File: src/rtl/uart_menu_client_pkg.sv
// Shared constants and FSM state type for the UART menu client.
package uart_pkg;

    localparam int unsigned OSR        = 16;
    localparam int unsigned DATA_BITS  = 8;
    localparam int unsigned FRAME_BITS = DATA_BITS + 2;
    localparam int unsigned CNT_W      = 10;

    typedef enum logic [1:0] {
        IDLE,
        SEND,
        LISTEN,
        RECV
    } state_t;

endpackage

File: src/rtl/uart_menu_client_rsp_fifo.sv
// Reply byte FIFO: power-of-two depth, combinational head, push allowed when full if popping.
module rsp_fifo #(
    parameter int unsigned DEPTH = 16,
    parameter int unsigned WIDTH = 8
) (
    input  logic             clk,
    input  logic             rst_n,
    input  logic             push,
    input  logic [WIDTH-1:0] din,
    input  logic             pop,
    output logic [WIDTH-1:0] dout,
    output logic             full,
    output logic             empty
);

    localparam int unsigned AW = $clog2(DEPTH);

    logic [WIDTH-1:0] mem [DEPTH];
    logic [AW-1:0]    wr_ptr;
    logic [AW-1:0]    rd_ptr;
    logic [AW:0]      count;
    logic             push_ok;
    logic             pop_ok;

    assign full    = (count == (AW+1)'(DEPTH));
    assign empty   = (count == '0);
    assign pop_ok  = pop && !empty;
    assign push_ok = push && (!full || pop_ok);
    assign dout    = mem[rd_ptr];

    always_ff @(posedge clk) begin
        if (!rst_n) begin
            wr_ptr <= '0;
            rd_ptr <= '0;
            count  <= '0;
        end else begin
            if (push_ok) wr_ptr <= wr_ptr + AW'(1);
            if (pop_ok)  rd_ptr <= rd_ptr + AW'(1);
            if (push_ok && !pop_ok)
                count <= count + (AW+1)'(1);
            else if (!push_ok && pop_ok)
                count <= count - (AW+1)'(1);
        end
    end

    always_ff @(posedge clk) begin
        if (push_ok) mem[wr_ptr] <= din;
    end

endmodule

File: src/rtl/uart_menu_client.sv
// UART command initiator: sends one command byte as 8N1, then collects the reply
// into a FIFO until the line goes idle or no reply arrives in time.
module uart_menu_client
    import uart_pkg::*;
#(
    parameter int unsigned CLKS_PER_TICK = 54,
    parameter int unsigned IDLE_BITS     = 20,
    parameter int unsigned RSP_TIMEOUT   = 4096,
    parameter int unsigned FIFO_DEPTH    = 16
) (
    input  logic             clk,
    input  logic             rst_n,
    input  logic             cmd_valid,
    output logic             cmd_ready,
    input  logic [7:0]       cmd_byte,
    output logic             tx,
    input  logic             rx,
    output logic             rsp_valid,
    input  logic             rsp_ready,
    output logic [7:0]       rsp_byte,
    output logic [CNT_W-1:0] rsp_count,
    output logic             done,
    output logic             timeout,
    output logic             overflow,
    output logic             frame_err
);

    localparam int unsigned TICK_W  = (CLKS_PER_TICK > 1) ? $clog2(CLKS_PER_TICK) : 1;
    localparam int unsigned TO_TICKS   = RSP_TIMEOUT * OSR;
    localparam int unsigned IDLE_TICKS = IDLE_BITS * OSR;
    localparam int unsigned GAP_MAX = (TO_TICKS > IDLE_TICKS) ? TO_TICKS : IDLE_TICKS;
    localparam int unsigned GAP_W   = $clog2(GAP_MAX + 1);

    logic [TICK_W-1:0] tick_cnt;
    logic              tick;

    always_ff @(posedge clk) begin
        if (!rst_n)
            tick_cnt <= '0;
        else if (tick)
            tick_cnt <= '0;
        else
            tick_cnt <= tick_cnt + TICK_W'(1);
    end

    assign tick = (tick_cnt == TICK_W'(CLKS_PER_TICK - 1));

    // Receiver: always armed; starts only on a falling edge so a low stop bit cannot retrigger.
    logic       rx_meta;
    logic       rx_sync;
    logic       rx_prev;
    logic       rx_busy;
    logic [3:0] rx_phase;
    logic [3:0] rx_bit;
    logic [7:0] rx_shift;
    logic       rx_push;
    logic       fifo_full;
    logic       fifo_empty;
    logic       fifo_pop;

    assign fifo_pop  = rsp_ready && !fifo_empty;
    assign rsp_valid = !fifo_empty;

    always_ff @(posedge clk) begin
        if (!rst_n) begin
            rx_meta   <= 1'b1;
            rx_sync   <= 1'b1;
            rx_prev   <= 1'b1;
            rx_busy   <= 1'b0;
            rx_phase  <= '0;
            rx_bit    <= '0;
            rx_shift  <= '0;
            rx_push   <= 1'b0;
            frame_err <= 1'b0;
            overflow  <= 1'b0;
        end else begin
            rx_meta <= rx;
            rx_sync <= rx_meta;
            rx_prev <= rx_sync;
            rx_push <= 1'b0;
            if (rx_push && fifo_full && !fifo_pop)
                overflow <= 1'b1;
            if (!rx_busy) begin
                if (rx_prev && !rx_sync) begin
                    rx_busy  <= 1'b1;
                    rx_phase <= '0;
                    rx_bit   <= '0;
                end
            end else if (tick) begin
                rx_phase <= rx_phase + 4'd1;
                if (rx_phase == 4'(OSR / 2 - 1)) begin
                    rx_bit <= rx_bit + 4'd1;
                    if (rx_bit == 4'd0) begin
                        if (rx_sync) rx_busy <= 1'b0;
                    end else if (rx_bit <= 4'(DATA_BITS)) begin
                        rx_shift <= {rx_sync, rx_shift[7:1]};
                    end else begin
                        rx_busy <= 1'b0;
                        if (rx_sync)
                            rx_push <= 1'b1;
                        else
                            frame_err <= 1'b1;
                    end
                end
            end
        end
    end

    rsp_fifo #(
        .DEPTH (FIFO_DEPTH),
        .WIDTH (DATA_BITS)
    ) u_fifo (
        .clk   (clk),
        .rst_n (rst_n),
        .push  (rx_push),
        .din   (rx_shift),
        .pop   (fifo_pop),
        .dout  (rsp_byte),
        .full  (fifo_full),
        .empty (fifo_empty)
    );

    state_t           state;
    logic [9:0]       tx_shift;
    logic             tx_active;
    logic [3:0]       tx_phase;
    logic [3:0]       tx_bit;
    logic [GAP_W-1:0] gap;

    // done is raised while still in LISTEN/RECV; the return to IDLE happens the cycle after.
    always_ff @(posedge clk) begin
        if (!rst_n) begin
            state     <= IDLE;
            tx        <= 1'b1;
            cmd_ready <= 1'b1;
            done      <= 1'b0;
            timeout   <= 1'b0;
            rsp_count <= '0;
            tx_shift  <= '1;
            tx_active <= 1'b0;
            tx_phase  <= '0;
            tx_bit    <= '0;
            gap       <= '0;
        end else begin
            done <= 1'b0;
            if (rx_push && (state == LISTEN || state == RECV) && !done && rsp_count != '1)
                rsp_count <= rsp_count + CNT_W'(1);
            unique case (state)
                IDLE: begin
                    if (cmd_valid && cmd_ready) begin
                        tx_shift  <= {1'b1, cmd_byte, 1'b0};
                        tx_active <= 1'b0;
                        cmd_ready <= 1'b0;
                        rsp_count <= '0;
                        timeout   <= 1'b0;
                        state     <= SEND;
                    end
                end
                SEND: begin
                    if (tick) begin
                        if (!tx_active) begin
                            tx_active <= 1'b1;
                            tx        <= tx_shift[0];
                            tx_shift  <= {1'b1, tx_shift[9:1]};
                            tx_phase  <= '0;
                            tx_bit    <= '0;
                        end else if (tx_phase == 4'(OSR - 1)) begin
                            tx_phase <= '0;
                            if (tx_bit == 4'(FRAME_BITS - 1)) begin
                                tx_active <= 1'b0;
                                gap       <= '0;
                                state     <= LISTEN;
                            end else begin
                                tx       <= tx_shift[0];
                                tx_shift <= {1'b1, tx_shift[9:1]};
                                tx_bit   <= tx_bit + 4'd1;
                            end
                        end else begin
                            tx_phase <= tx_phase + 4'd1;
                        end
                    end
                end
                LISTEN: begin
                    if (done) begin
                        cmd_ready <= 1'b1;
                        state     <= IDLE;
                    end else if (rx_push) begin
                        gap   <= '0;
                        state <= RECV;
                    end else if (tick) begin
                        if (gap == GAP_W'(TO_TICKS - 1)) begin
                            done    <= 1'b1;
                            timeout <= 1'b1;
                        end else begin
                            gap <= gap + GAP_W'(1);
                        end
                    end
                end
                RECV: begin
                    if (done) begin
                        cmd_ready <= 1'b1;
                        state     <= IDLE;
                    end else if (rx_push || !rx_sync) begin
                        gap <= '0;
                    end else if (tick) begin
                        if (gap >= GAP_W'(IDLE_TICKS - 1)) begin
                            if (!rx_busy) done <= 1'b1;
                        end else begin
                            gap <= gap + GAP_W'(1);
                        end
                    end
                end
            endcase
        end
    end

endmodule

File: config.mk
export PLATFORM = sky130hd
export DESIGN_NAME = uart_menu_client
export DESIGN_NICKNAME = d
export VERILOG_FILES = /design/src/rtl/uart_menu_client_pkg.sv /design/src/rtl/uart_menu_client_rsp_fifo.sv /design/src/rtl/uart_menu_client.sv
export SDC_FILE = /design/constraint.sdc
export NUM_CORES = 1
export LEC_CHECK = 0
export ABC_AREA = 1
export CORE_MARGIN = 1
export CORE_UTILIZATION = 55
export DETAILED_ROUTE_END_ITERATION = 10
export PLACE_DENSITY = 0.78
export SLEW_MARGIN = 20
export SYNTH_ARGS = -nofsm -noshare
export SYNTH_HDL_FRONTEND = slang
export SYNTH_SLANG_ARGS = --single-unit
export TNS_END_PERCENT = 50
File: constraint.sdc
create_clock -name clk -period 6.6 [get_ports clk]
set_input_delay 0.66 -clock clk [delete_from_list [all_inputs] [get_ports clk]]
set_output_delay 0.66 -clock clk [all_outputs]
set_load 0.03 [all_outputs]
Word-level counts from Yosys, hierarchy flattened
Memories as Yosys holds them, arrays and structs flattened. A register that Yosys moved wholly into a read port is not among the register bits.
Cells that the tools add are included.
Widths: inputs -> output; s select.
{ "word_totals": {"reg_bits": 94, "ramBits": 128, "inputBits": 13, "output_inout_bits": 25, "word_cells": 207, "n_memories": 1} }
{ "memory_table": {"columns": ["memory", "words", "width", "read_ports", "rd_clocked_by_memory_dff", "wr", "line_no", "rtl"], "rows": [
  ["u_fifo.mem", 16, 8, 1, 1, 1, "uart_menu_client_rsp_fifo.sv:18", "logic [WIDTH-1:0] mem [DEPTH];"]
]} }
{ "op_classes": {"addsub": 11, "magnitude_cmp": 2, "n_eq_ne": 33, "n_mux": 82, "bitwise_logic": 7, "reduce_logical": 46} }
{ "op_table": {"columns": ["op", "count"], "rows": [
  ["$mux 17", 12],
  ["$mux 10", 8],
  ["$mux 4", 13],
  ["$pmux 17 s3", 1],
  ["$mux 1", 32],
  ["$add 4x1->4 const B", 6],
  ["$ne 2x2->1 const B", 12],
  ["$pmux 10 s2", 1],
  ["$ne 3x3->1 const B", 6],
  ["$add 17x1->17 const B", 1],
  ["$eq 17x16->1 const B", 1],
  ["$ge 17x9->1 const B", 1],
  ["$mux 2", 8],
  ["$logic_and 1x1->1", 12],
  ["$reduce_and 6->1", 2],
  ["$reduce_and 11->1", 1],
  ["$add 10x1->10 const B", 1],
  ["$mux 5", 2],
  ["$ne 10x10->1 const B", 1],
  ["$reduce_and 5->1", 2],
  ["$reduce_bool 2->1", 5],
  ["$reduce_and 3->1", 3],
  ["$eq 4x4->1 const B", 2],
  ["$ne 2x1->1 const B", 4],
  ["24 further kinds", 44]
]} }

Logic depth before layout (Yosys ltp)
Gate-level depths: netlist (run 1).
{ "depth": {"word_depth": 10, "ltp_mapped": 18, "ltp_nobuf": 17} }

Hierarchy
Synthesis (run 1) repeated with hierarchy kept, for this count alone.
{ "unflattened": {"hier_cells": 1209, "area_unflattened_um2": 10528.8} }
{ "by_module_without_submodules": {"columns": ["module", "n_inst", "cells_each", "area_each_um2", "seq_area_each_um2"], "rows": [
  ["rsp_fifo", 1, 589, 6297.3, 4184.0],
  ["uart_menu_client", 1, 620, 4231.6, 1601.5]
]} }

Least setup slack after synthesis (run 1)
OpenSTA, ideal clock, no wires.
{ "synth_timing": {"path_type": "input -> register", "from": "input rsp_ready", "to": "register u_fifo.count[4]", "arrival_ns": 2.289, "setup_slack_ns": 4.192, "cell_stages": 13, "path_buffers": 0, "path_cell_list": "nor3_1 nor2_2 ha_1 inv_1 ha_1 a21oi_1 nor2_1 nor2_1 nor2_1 nor2_1 nand2_1 o21ai_0 a21oi_1"} }
{ "synth_between": {"elab_chain_len": 7} }
{ "synth_lines": {"columns": ["element", "line_no", "rtl"], "rows": [
  ["start: declaration", "uart_menu_client.sv:19", "input logic rsp_ready,"],
  ["$logic_and 1x1->1 (*)", "uart_menu_client.sv:61", "assign fifo_pop = rsp_ready && !fifo_empty;"],
  ["$logic_and 1x1->1 (*)", "uart_menu_client_rsp_fifo.sv:27", "assign pop_ok = pop && !empty;"],
  ["$logic_or 1x1->1 (*)", "uart_menu_client_rsp_fifo.sv:28", "assign push_ok = push && (!full || pop_ok);"],
  ["$logic_and 1x1->1 (*)", "uart_menu_client_rsp_fifo.sv:28", null],
  ["named net u_fifo.push_ok", "uart_menu_client_rsp_fifo.sv:22", "logic push_ok;"],
  ["$logic_not 1->1", "uart_menu_client_rsp_fifo.sv:41", "else if (!push_ok && pop_ok)"],
  ["$logic_and 1x1->1", "uart_menu_client_rsp_fifo.sv:41", null],
  ["$reduce_bool 2->1 (no source line)", null, null],
  ["end signal: assignment", "uart_menu_client_rsp_fifo.sv:40", "count <= count + (AW+1)'(1);"],
  ["end signal: assignment", "uart_menu_client_rsp_fifo.sv:42", "count <= count - (AW+1)'(1);"],
  ["end: declaration", "uart_menu_client_rsp_fifo.sv:21", "logic [AW:0] count;"]
]} }
The timed path passes the listed nets; every way through them passes the cells marked *.
A chain may end at the register's enable or synchronous reset.

==> results of run 1 <==
[layout by cell type, fill, tap and decap left out, types with 36 or more instances in the layout]
cell type,netlist,layout
a21oi_1,74,74
nand3_1,75,75
clkdlybuf4s50_1,0,36
dfxtp_1,97,96
nand2_1,146,146
nor2_1,116,116
edfxtp_1,128,128
o211ai_1,48,48
inv_1,109,109
o21ai_0,77,77
[state kept, by name, indices dropped and copies added (netlist names), 2 cells and up, named ones only]
signal,count
u_fifo.mem,128
gap,17
rsp_count,10
tx_shift,9
rx_shift,8
tick_cnt,6
u_fifo.count,5
rx_bit,4
rx_phase,4
tx_bit,4
tx_phase,4
u_fifo.rd_ptr,4
u_fifo.wr_ptr,4
state,2
[worst max path at each step]
stage | startpoint | endpoint | slack [ns]
6_report | flop | rsp_byte[7] | 2.90
5_1_grt | flop | rsp_byte[1] | 2.74
4_1_cts | flop | rsp_byte[5] | 2.91
3_5_place_dp | rsp_ready | u_fifo.count[4] | 3.44
3_3_place_gp | flop | rsp_byte[6] | 3.50
2_1_floorplan | rsp_ready | u_fifo.count[4] | 4.19
[through the flow]
step           worst slack (ns)  utilization  instance area [um2]  std cells  hold WS, ns
2_1_floorplan              4.19            -                10000       1050        0.393
3_3_place_gp               3.50        0.598                10500       1274        0.397
3_5_place_dp               3.44        0.598                10500       1274        0.397
4_1_cts                    2.91        0.643                11300       1316        0.411
5_1_grt                    2.74        0.643                11300       1316        0.420
6_report                   2.90        0.643                11300       1316        0.410
[power by group]
group | internal [W] | switching [W] | total, W
Combinational | 0.000326 | 0.000552 | 0.000878
Clock | 0.000804 | 0.000542 | 0.00135
Sequential | 0.00155 | 0.000128 | 0.00168
Total | 0.00268 | 0.00122 | 0.00390
[layer usage]
| layer | part of all wire | track usage |
|---|---|---|
| met5 | 0 | 0 |
| met4 | 0.031 | 0.0769 |
| met3 | 0.061 | 0.0344 |
| met2 | 0.47 | 0.393 |
| met1 | 0.43 | 0.299 |
[synthesized netlist by cell type]
library cell  number
clkinv_1           2
fa_1               1
nor2_2             5
a311oi_1           1
nand2_1          146
clkbuf_1          20
or2_2              3
buf_2             10
o21ai_1            5
o211ai_1          48
nor3_1            12
o21bai_1           1
ha_1              20
xnor2_1            4
o21ai_2            1
o21ai_0           77
a211oi_1           3
nand3_1           75
buf_6              1
buf_4              5
nand2_2            4
inv_2             11
a21oi_1           74
edfxtp_1         128
xor2_1            10
buf_1              4
nor3b_1            1
nand4_1           13
dfxtp_1           97
o211a_1            2
o221ai_1           1
nor2_4             3
mux2i_1           32
a31oi_1            3
inv_1            109
nor4_1             1
nor2_1           116
or2_0              1
[final cells by class]
type / instances / area, um2 / share of cell area
clock inverter: 16 / 159 / 0.0141
inverter: 122 / 458 / 0.0406
multi-input combinational: 663 / 3580 / 0.317
sequential: 225 / 5790 / 0.513
tap: 225 / 282 / 0.0250
clock buffer: 26 / 629 / 0.0558
timing repair buffer: 39 / 380 / 0.0337
[critical path, stage by stage, from the launching register on]
cell and delay [ns]:
dfxtp_4 1.03, mux2i_1 0.24, o211ai_1 0.25, nand3_1 0.13, nand2_1 0.11, clkdlybuf4s50_1 0.67
[cells by family after synthesis]
group / Yosys count / share of synthesized area
compound gates: 216 / 0.123
xor+xnor: 14 / 0.0122
fa+ha+maj: 21 / 0.0270
buf+inv: 162 / 0.0646
flops: 225 / 0.578
mux: 32 / 0.0320
simple gates: 380 / 0.163
==> impl_metrics.csv, run 1 <==
group,metric,value,unit
sta,setup_viol,0,
synthesis,synth_cell_type_count,38,
critical_path,cp_data_required_time,5.94,ns
synthesis,yosysSeqAreaShare,0.578,
sta,rsz0062_at_grt,"false",
power,power_leakage,4.15,nW
critical_path,worst_setup_path_start_kind,"flop",
grt,grt_pass1_wl,33600,um
drt,wire_per_inst,16.0,um
grt,grt_pass1_vias,6736,
sta,fin_worst_skew,0.0169,ns
floorplan,die_h,137,um
cells_and_area,syn2layout_area_growth,12.6,%
synthesis,syn_area_per_cell,9.53,um2
job,cap_violations,0,
clocking,clkLatencyLatePin,0.52,ns
clocking,clkTransAtPathRegs,0.06,ns
hold_path,holdPathEnd,"rx_sync",
grt,grt_overflow,0,
hold_path,min-delay-start,"rx_meta",
sta,hold_viol_final,0,
critical_path,end_kind,"output port",
outcome,status,"completed",
hold_path,holdCritPathClass,"reg -> reg",
sta,relSlewSlack,0.273,
cells_and_area,insertedDiodeCount,0,
drt,drt-total-wl,21000,um
drt,num_vias,7348,
cells_and_area,final.fill_count,1426,
synthesis,syn_area,10000,um2
drt,first_iter_violations,606,
critical_path,timing.rr.start,"gap[0]",
drt,viasPerCell,5.58,
sta,slew_violations,0,
clocking,cts_root_buf,"clkbuf_16",
critical_path,worst_r2r_path_depth,17,
place,io_buffers,37,
sta,worst_pin_slew,1.09,ns
floorplan,die_w,137,um
sta,fmax,0.271,GHz
critical_path,ff2ff_setup_slack,3.72,ns
hold_path,whs_path_depth,1,
sta,period_share,0.560,
floorplan,coreArea,17500,um2
sta,fin_tns_setup,0,ns
clocking,holdBufCountCts,0,
power,ir_drop,0.218,mV
clocking,cts_buffer_depth,3,
synthesis,synth-seq-cells,225,
sta,period_minus_slack,3.70,ns
drt,drc,0,
grt,track_usage,0.230,
power,p_per_area,346,nW/um2
clocking,cts_buffers,23,
place,gp_congestion,0.905,
floorplan,initial_utilization,0.571,
floorplan,num_rows,48,
critical_path,path_max_fanout,96,
drt,drtPass1Iterations,6,
clocking,cts_max_level,1,
critical_path,crit_type,"reg -> out",
grt,antenna_found_initial,0,
synthesis,synth_top_cell_by_area,"edfxtp_1",
synthesis,synth_top_area_frac,0.384,
cells_and_area,nNetsFinal,1108,
cells_and_area,drive_gt1_frac,0.0642,
grt,grt_max_degree,97,
critical_path,r2r_end,"gap[14]",
clocking,post_cts_buffers,0,
synthesis,syn_nets,1084,
place,dp_hpwl,13700,um
synthesis,synth_area_leaders,"edfxtp_1 (38%), dfxtp_1 (19%), nand2_1 (5.5%)",
clocking,cts_tree,"built",
power,fin_total_pwr,0.00390,W
drt,drtAntennaViolNets,0,
synthesis,synth_cells,1050,
critical_path,arrival,3.04,ns
clocking,cts.repair.resized,0,
clocking,clock-sinks,225,
synthesis,yosysWarningCount,0,
floorplan,ios,38,
floorplan,dieArea,18700,um2
No activity file was read; power rests on OpenSTA's default activity.
==> run 2: changes to the inputs <==
- PLACE_DENSITY: 0.78 -> 0.81
- clock period: 6.6 -> 3.32 ns (I/O delays scaled with it)
==> run 2 against run 1 <==
Effect of this change: total power rose by 99%; register-to-register slack got worse by 3.2 ns; sequential cell count did not move; sequential share of layout area fell by 0.37 points; clock power rose by 93%; via count rose by 0.29%; non-clock buffer count rose by 8; routed wire length fell by 1.1%; worst setup slack got worse by 2.6 ns; sequential power rose by 95%; largest cell class unchanged; largest power group unchanged.
==> impl_metrics.csv, run 2 (synthesis gave the netlist of run 1 again) <==
group,metric,value,unit
power,ir_drop,0.681,mV
power,power_leakage,4.18,nW
grt,grt_use_met1,0.291,
cells_and_area,final_core_util,0.648,
cells_and_area,syn2layout_area_growth,13.5,%
clocking,cts_root_buf,"clkbuf_16",
sta,setup_viol,0,
sta,relSlewSlack,0.428,
floorplan,die_w,137,um
sta,fin_worst_skew,0.0161,ns
grt,grt_overflow,0,
critical_path,cp_data_required_time,2.99,ns
sta,hold_viol_final,0,
cells_and_area,insertedDiodeCount,0,
cells_and_area,final_cell_mix,"nand2_1 (146), edfxtp_1 (128), nor2_1 (116)",
place,dp_hpwl,13500,um
cells_and_area,nNetsFinal,1117,
job,cap_violations,0,
critical_path,end_kind,"output port",
clocking,holdBufCountCts,0,
clocking,cts_tree,"built",
critical_path,path_max_fanout,24,
floorplan,die_h,137,um
place,io_buffers,37,
floorplan,ios,38,
cells_and_area,layout_commonest_cell,"nand2_1",
grt,busiest_layer,"met2",
clocking,cts_buffer_depth,3,
grt,grt_max_degree,62,
floorplan,dieArea,18700,um2
grt,grt_pass1_vias,6768,
clocking,clock-sinks,225,
grt,track_usage,0.224,
critical_path,crit_type,"reg -> out",
clocking,clkTransAtPathRegs,0.06,ns
floorplan,num_rows,48,
clocking,cts_max_level,1,
sta,worst_pin_slew,0.857,ns
outcome,status,"completed",
grt,grt_pass1_wl,33100,um
power,p_per_area,684,nW/um2
sta,period_minus_slack,2.99,ns
drt,first_iter_violations,537,
clocking,cts_buffers,24,
drt,drt-total-wl,20800,um
sta,slew_violations,0,
place,gp_congestion,0.952,
grt,grt_use_met2,0.389,
cells_and_area,drive_gt1_frac,0.0699,
drt,wire_per_inst,15.7,um
drt,viasPerCell,5.56,
critical_path,arrival,2.66,ns
clocking,clkLatencyLatePin,0.52,ns
drt,drc,0,
drt,drtPass1Iterations,7,
grt,met3_usage,0.0337,
sta,fin_tns_setup,0,ns
cells_and_area,top_regs,"u_fifo.mem x128, gap x17, rsp_count x10",
sta,rsz0062_at_grt,"false",
sta,fmax,0.334,GHz
sta,period_share,0.902,
grt,antenna_found_initial,0,
power,fin_total_pwr,0.00777,W
cells_and_area,largest_register,"u_fifo.mem",
floorplan,initial_utilization,0.571,
hold_path,holdCritPathClass,"in -> reg",
floorplan,coreArea,17500,um2
drt,num_vias,7369,
drt,drtAntennaViolNets,0,
cells_and_area,largest_reg_flops,128,
critical_path,worst_setup_path_start_kind,"flop",
==> run 2: changes by cell type in the layout (fill, tap and decap cells not counted), moves of 2 or more <==
| cell | change |
|---|---|
| buf_12 | +2 |
| buf_4 | +6 |
| clkbuf_1 | +3 |
| clkbuf_8 | +2 |
| clkinv_2 | -5 |
| clkinvlp_4 | +3 |
==> run 2: path summary, 6_finish.rpt <==
path | startpoint | end | slack [ns] | depth (start not counted)
worst max register to register | gap[1] | gap[14] | 0.54 | 17
worst max-delay path | flop | rsp_byte[6] | 0.33 | 6
worst min register to register | rx_meta | rx_sync | 0.42 | 1
worst min-delay path | rst_n | tx_shift[5] | 0.22 | 2
==> run 2: area by class of cell <==
cell class / count / area, um2
clock buffer: 30 / 643
multi-input combinational: 663 / 3580
timing repair buffer: 47 / 465
clock inverter: 14 / 143
tap: 225 / 282
sequential: 225 / 5790
inverter: 122 / 458
fill: 1405 / 6180
==> run 2: per-stage QoR <==
stage	instances	worst slack, ns	hold slack, ns	area, um2
2_1_floorplan	1050	0.914	0.393	10000
3_3_place_gp	1281	0.614	0.397	10600
3_5_place_dp	1281	0.536	0.400	10600
4_1_cts	1325	0.137	0.209	11300
5_1_grt	1326	0.190	0.229	11400
6_report	1326	0.327	0.221	11400
==> run 2: layer usage <==
| layer | vias up | routed length (um) |
|---|---|---|
| li1 | 3670 | - |
| met1 | 3416 | 8880 |
| met2 | 246 | 10200 |
| met3 | 37 | 1210 |
| met4 | 0 | 518 |
| met5 | - | 0 |
==> run 2: power by group <==
| part | internal [W] | total, W | leakage (nW) | switching, W |
|---|---|---|---|---|
| Sequential | 0.00308 | 0.00327 | 1.98 | 0.000182 |
| Combinational | 0.000692 | 0.00189 | 1.83 | 0.00120 |
| Clock | 0.00154 | 0.00261 | 0.373 | 0.00107 |
==> run 2: worst max-delay path: stages (launching register included) <==
cell	delay, ns
dfxtp_1	0.31
buf_4	0.27
clkinv_1	0.39
o211ai_1	0.22
nand3_1	0.15
nand2_1	0.12
clkdlybuf4s50_1	0.67
==> run 2: repair_timing <==
item                                   in CTS  in global routing
setup endpoints to repair                   0                  1
buffers inserted                            0                  1
resized for setup                           0                  0
endpoints found under the hold margin       0                  0
==> run 3: changes to the inputs <==
- CAP_MARGIN: default -> 15
- CTS_CLUSTER_SIZE: default -> 14
==> results of run 3 <==
The final DEF is identical to that of run 2; final timing and power are the same.
==> RTL change 1 (flow settings as in run 3) <==
Change the parameter `CLKS_PER_TICK` from 54 to 108.
--- a/src/rtl/uart_menu_client.sv
+++ b/src/rtl/uart_menu_client.sv
@@ -3,7 +3,7 @@
 module uart_menu_client
     import uart_pkg::*;
 #(
-    parameter int unsigned CLKS_PER_TICK = 54,
+    parameter int unsigned CLKS_PER_TICK = 108,
     parameter int unsigned IDLE_BITS     = 20,
     parameter int unsigned RSP_TIMEOUT   = 4096,
     parameter int unsigned FIFO_DEPTH    = 16
Function: no difference found for any inputs over 4 cycles, from zero or initial values and one cycle with rst_n low; that may be too few to reach the edited logic, so the function may still have changed.
==> RTL change 1 against run 3 <==
  * The flow now finishes with violations (design-rule violations)
  * Critical endpoint is now rsp_byte[5]
  * Global-route usage shrank 0.18 points
  * Non-clock buffer count shrank 4
  * Cell area grew 1.3%
  * Synthesized area grew 2.6%
  * Sequential cell count grew 1
  * Power grew 0.28%
  * Sequential power grew 1%
  * Fmax shrank 0.24%
  * Highest routed layer unchanged
  * Worst setup slack lost 7.3 ps
  * Wire length grew 1.5%
  * First-iteration DRC count grew 14%
==> RTL change 1: results (changes against run 3) <==
| Metric | Value |
|---|---|
| Synth area leaders | `edfxtp_1 37%, dfxtp_1 19%, nand2_1 5.5%, inv_1 4.3%, o21ai_0 4.1% (was edfxtp_1 38%, dfxtp_1 19%, nand2_1 5.5%, nor2_1 4.3%, inv_1 4.1%)` |
| Arrival time worst endpoint | `2670 ps (was 2660 ps)` |
| 1st-iter DRT viols | `610 (was 537)` |
| Clock-cell share | `0.0630 (was 0.0692)` |
| Final RePlAce weighted congestion | `0.834 (was 0.952)` |
| Crit Path Max Fanout | `43 (was 24)` |
| Fill count | `1423 (was 1405)` |
| Pre-antenna DRT Iters | `8 (was 7)` |
| Via/cell ratio | `5.56 (about the same)` |
| First-pass GRT wire length | `35.0 mm (was 33.1 mm)` |
| Number of global-route vias before repair | `7099 (was 6768)` |
| Worst Skew | `9.61 ps (was 16.1 ps)` |
| Post-Synthesis Mean Instance Area | `9.52 sq um (was 9.53 sq um)` |
| DRC Markers | `4 (was 0)` |
| Max rail drop VDD | `0.000405 V (was 0.000681 V)` |
| Outcome | `finished with violations (was complete, no violations)` |
| Worst slack, placed | `550 ps (was 536 ps)` |
| Inverters excl. clock | `127 (was 122)` |
| Register area | `5810 sq um (was 5790 sq um)` |
| Data buffer area share | `0.0378 (was 0.0410)` |
| WL/cell | `15.6 um (was 15.7 um)` |
| Share of layout cells above drive strength 1 | `0.0837 (was 0.0699)` |
| Failing checks | `design-rule violations` |
| Largest net degree at the start of global routing | `49 (was 62)` |
| P_leak | `4.22 nW (was 4.18 nW)` |
| Worst-Margin Slew | `907 ps (was 857 ps)` |
| Mux contribution to synthesized area | `0.0312 (was 0.0320)` |
| Clock Latency Late Sink | `500 ps (was 520 ps)` |
| Area fraction in compound gates after synthesis | `0.120 (was 0.123)` |
| Non-CTS buffers | `43 (was 47)` |
| Area of the multi-input gates | `3770 sq um (was 3580 sq um)` |
| Post-synth cell types | `44 (was 38)` |
| GRT Overall Usage | `0.223 (was 0.224)` |
| Synth Instances | `1079 (was 1050)` |
==> RTL change 1: path summary, 6_finish.rpt <==
kind              startpoint               to  slack (ps)  cells after the start
max                 register      rsp_byte[5]         320                      6
max reg2reg  u_fifo.count[1]  u_fifo.count[4]         740                     15
min reg2reg          rx_meta          rx_sync         410                      1
min                    rst_n           gap[6]         230                      3
==> RTL change 1: worst max-delay path, cell delays in order, from the launching register on <==
cell and delay [ps]:
dfxtp_4 650, buf_12 250, mux2i_1 100, o211ai_1 200, nand3_1 160, nand2_1 120, clkdlybuf4s50_1 670
==> RTL change 1: where the power goes <==
part           internal, mW  leakage (nW)  total, mW  switching [mW]
clock network          1.45         0.358       2.47            1.02
logic                 0.739          1.88       2.01            1.27
registers              3.10          1.98       3.31           0.208
total                  5.29          4.22       7.79            2.50
==> RTL change 1: per-layer routing <==
layer,GRT usage,vias up,routed length [um]
li1,-,3736,-
met1,0.289,3488,8990
met2,0.386,248,10300
met3,0.0311,41,1280
met4,0.0713,0,495
met5,0,-,0
==> RTL change 2 (flow settings as in run 3) <==
Without the edit above. Put one more register stage on the output `rsp_count`, cleared by the reset. The value now appears one clock later. The other outputs are not delayed to match.
--- a/src/rtl/uart_menu_client.sv
+++ b/src/rtl/uart_menu_client.sv
@@ -31,6 +31,8 @@
     localparam int unsigned GAP_MAX = (TO_TICKS > IDLE_TICKS) ? TO_TICKS : IDLE_TICKS;
     localparam int unsigned GAP_W   = $clog2(GAP_MAX + 1);
 
+    logic [CNT_W-1:0] rsp_count_s0;
+
     logic [TICK_W-1:0] tick_cnt;
     logic              tick;
 
@@ -135,7 +137,7 @@
             cmd_ready <= 1'b1;
             done      <= 1'b0;
             timeout   <= 1'b0;
-            rsp_count <= '0;
+            rsp_count_s0 <= '0;
             tx_shift  <= '1;
             tx_active <= 1'b0;
             tx_phase  <= '0;
@@ -143,15 +145,15 @@
             gap       <= '0;
         end else begin
             done <= 1'b0;
-            if (rx_push && (state == LISTEN || state == RECV) && !done && rsp_count != '1)
-                rsp_count <= rsp_count + CNT_W'(1);
+            if (rx_push && (state == LISTEN || state == RECV) && !done && rsp_count_s0 != '1)
+                rsp_count_s0 <= rsp_count_s0 + CNT_W'(1);
             unique case (state)
                 IDLE: begin
                     if (cmd_valid && cmd_ready) begin
                         tx_shift  <= {1'b1, cmd_byte, 1'b0};
                         tx_active <= 1'b0;
                         cmd_ready <= 1'b0;
-                        rsp_count <= '0;
+                        rsp_count_s0 <= '0;
                         timeout   <= 1'b0;
                         state     <= SEND;
                     end
@@ -214,5 +216,13 @@
         end
     end
 
+    always_ff @(posedge clk) begin
+        if (!rst_n) begin
+            rsp_count <= '0;
+        end else begin
+            rsp_count <= rsp_count_s0;
+        end
+    end
+
 endmodule
 
Check against the original RTL: same outputs for any inputs over 4 cycles, from zero or initial values and one cycle with rst_n low; that may be too few to reach the edited logic, so the function may still have changed.
==> RTL change 2 against run 3 <==
  * Critical path type unchanged
  * Die area up 4.3%
  * Global-route usage up 0.35 points
  * Fmax down 4.3%
  * Wire length up 3.9%
  * Highest routed layer unchanged
  * Clock skew down 5.4 ps
  * First-iteration DRC count up 24%
  * Sequential cell count up 10
  * Combinational power down 29%
  * Worst setup slack worse by 130 ps
  * Register-to-register slack worse by 40 ps
  * Critical path depth unchanged
  * Synthesized area up 4.4%
  * Power down 6.4%
  * Cell area up 3.6%
==> RTL change 2: results (changes against run 3) <==
| Metric | Value |
|---|---|
| Outcome | `complete, no violations (unchanged)` |
| Number of global-route vias before repair | `7477 (was 6768)` |
| Post-DP HPWL | `13.5 mm (about the same)` |
| M1 GR Usage | `0.299 (was 0.291)` |
| R2r setup slk | `500 ps (was 540 ps)` |
| M1 wire length | `9.48 mm (was 8.88 mm)` |
| Worst-Margin Slew | `914 ps (was 857 ps)` |
| Grt met2 use | `0.388 (was 0.389)` |
| Met3 usage | `0.0351 (was 0.0337)` |
| Share of layout cells above drive strength 1 | `0.0786 (was 0.0699)` |
| Synth area leaders | `edfxtp_1 37%, dfxtp_1 20%, nand2_1 5.4%, inv_1 4.6%, o21ai_0 3.8% (was edfxtp_1 38%, dfxtp_1 19%, nand2_1 5.5%, nor2_1 4.3%, inv_1 4.1%)` |
| Final WL | `21.6 mm (was 20.8 mm)` |
| Synth Area in Adders | `0.0259 (was 0.0270)` |
| Total CTS buffers | `25 (was 24)` |
| GRT Overall Usage | `0.228 (was 0.224)` |
| Mux contribution to synthesized area | `0.0306 (was 0.0320)` |
| Final RePlAce weighted congestion | `0.913 (was 0.952)` |
| First-pass GRT wire length | `36.0 mm (was 33.1 mm)` |
| Synth cell count leaders | `149 x nand2_1, 129 x inv_1, 128 x edfxtp_1 (was 146 x nand2_1, 128 x edfxtp_1, 116 x nor2_1)` |
| Met3 WL | `1.30 mm (was 1.21 mm)` |
| Final std cells w/o fill | `1367 (was 1326)` |
| Regs by FF count | `u_fifo.mem (128), gap (17) (was u_fifo.mem (128), gap (17), rsp_count (10))` |
| Reg2reg path depth | `15 (was 17)` |
| Post-DP Area | `11000 sq um (was 10600 sq um)` |
| Largest net degree at the start of global routing | `43 (was 62)` |
| Syn-to-layout area delta | `12.5% (was 13.5%)` |
| XOR/XNOR Fraction of Synth Area | `0.0109 (was 0.0122)` |
| Post-synth cell types | `44 (was 38)` |
| Area fraction in compound gates after synthesis | `0.123 (about the same)` |
| Crit Path Max Fanout | `27 (was 24)` |
| P_leak | `4.36 nW (was 4.18 nW)` |
| CP endpoint | `rsp_byte[3] (was rsp_byte[6])` |
| Arrival time worst endpoint | `2800 ps (was 2660 ps)` |
| Post-route clock period utilization | `0.942 (was 0.902)` |
| Hold Startpoint | `rst_n (unchanged)` |
| Worst slack, placed | `542 ps (was 536 ps)` |
| Fill count | `1432 (was 1405)` |
| Max rail drop VDD | `0.000453 V (was 0.000681 V)` |
| 1st-iter DRT viols | `665 (was 537)` |
## RTL change 2: cell types whose count changed in the layout (fill, tap and decap cells not counted), sizes merged, moves of 2 or more
cell,delta
nor3,+12
clkbuf,+3
clkinvlp,-2
a21oi,+7
nor4,+2
nand4,+2
nand3,-8
a211oi,-2
inv,+17
nand2,+6
dfxtp,+10
o211a,-2
nor2,-14
## RTL change 2: worst register-to-register path, delay by kind of cell (launching register included)
kind,cells,cell delay (ps)
and+or+nand+nor,11,1650
adders and majority gates,2,460
DFF,1,380
buffers and inverters,1,160
AOI/OAI and AO/OA,1,80
## RTL change 2: power breakdown
part	switching (mW)	internal, mW
logic	0.848	0.504
clock network	1.11	1.57
registers	0.114	3.13
## RTL change 2: final cells by class
class | instances | share of cell area
tap | 234 | 0.0249
clock inverter | 13 | 0.0102
inverter | 137 | 0.0440
clock buffer | 33 | 0.0566
timing repair buffer | 48 | 0.0391
multi-input combinational | 667 | 0.316
sequential | 235 | 0.509
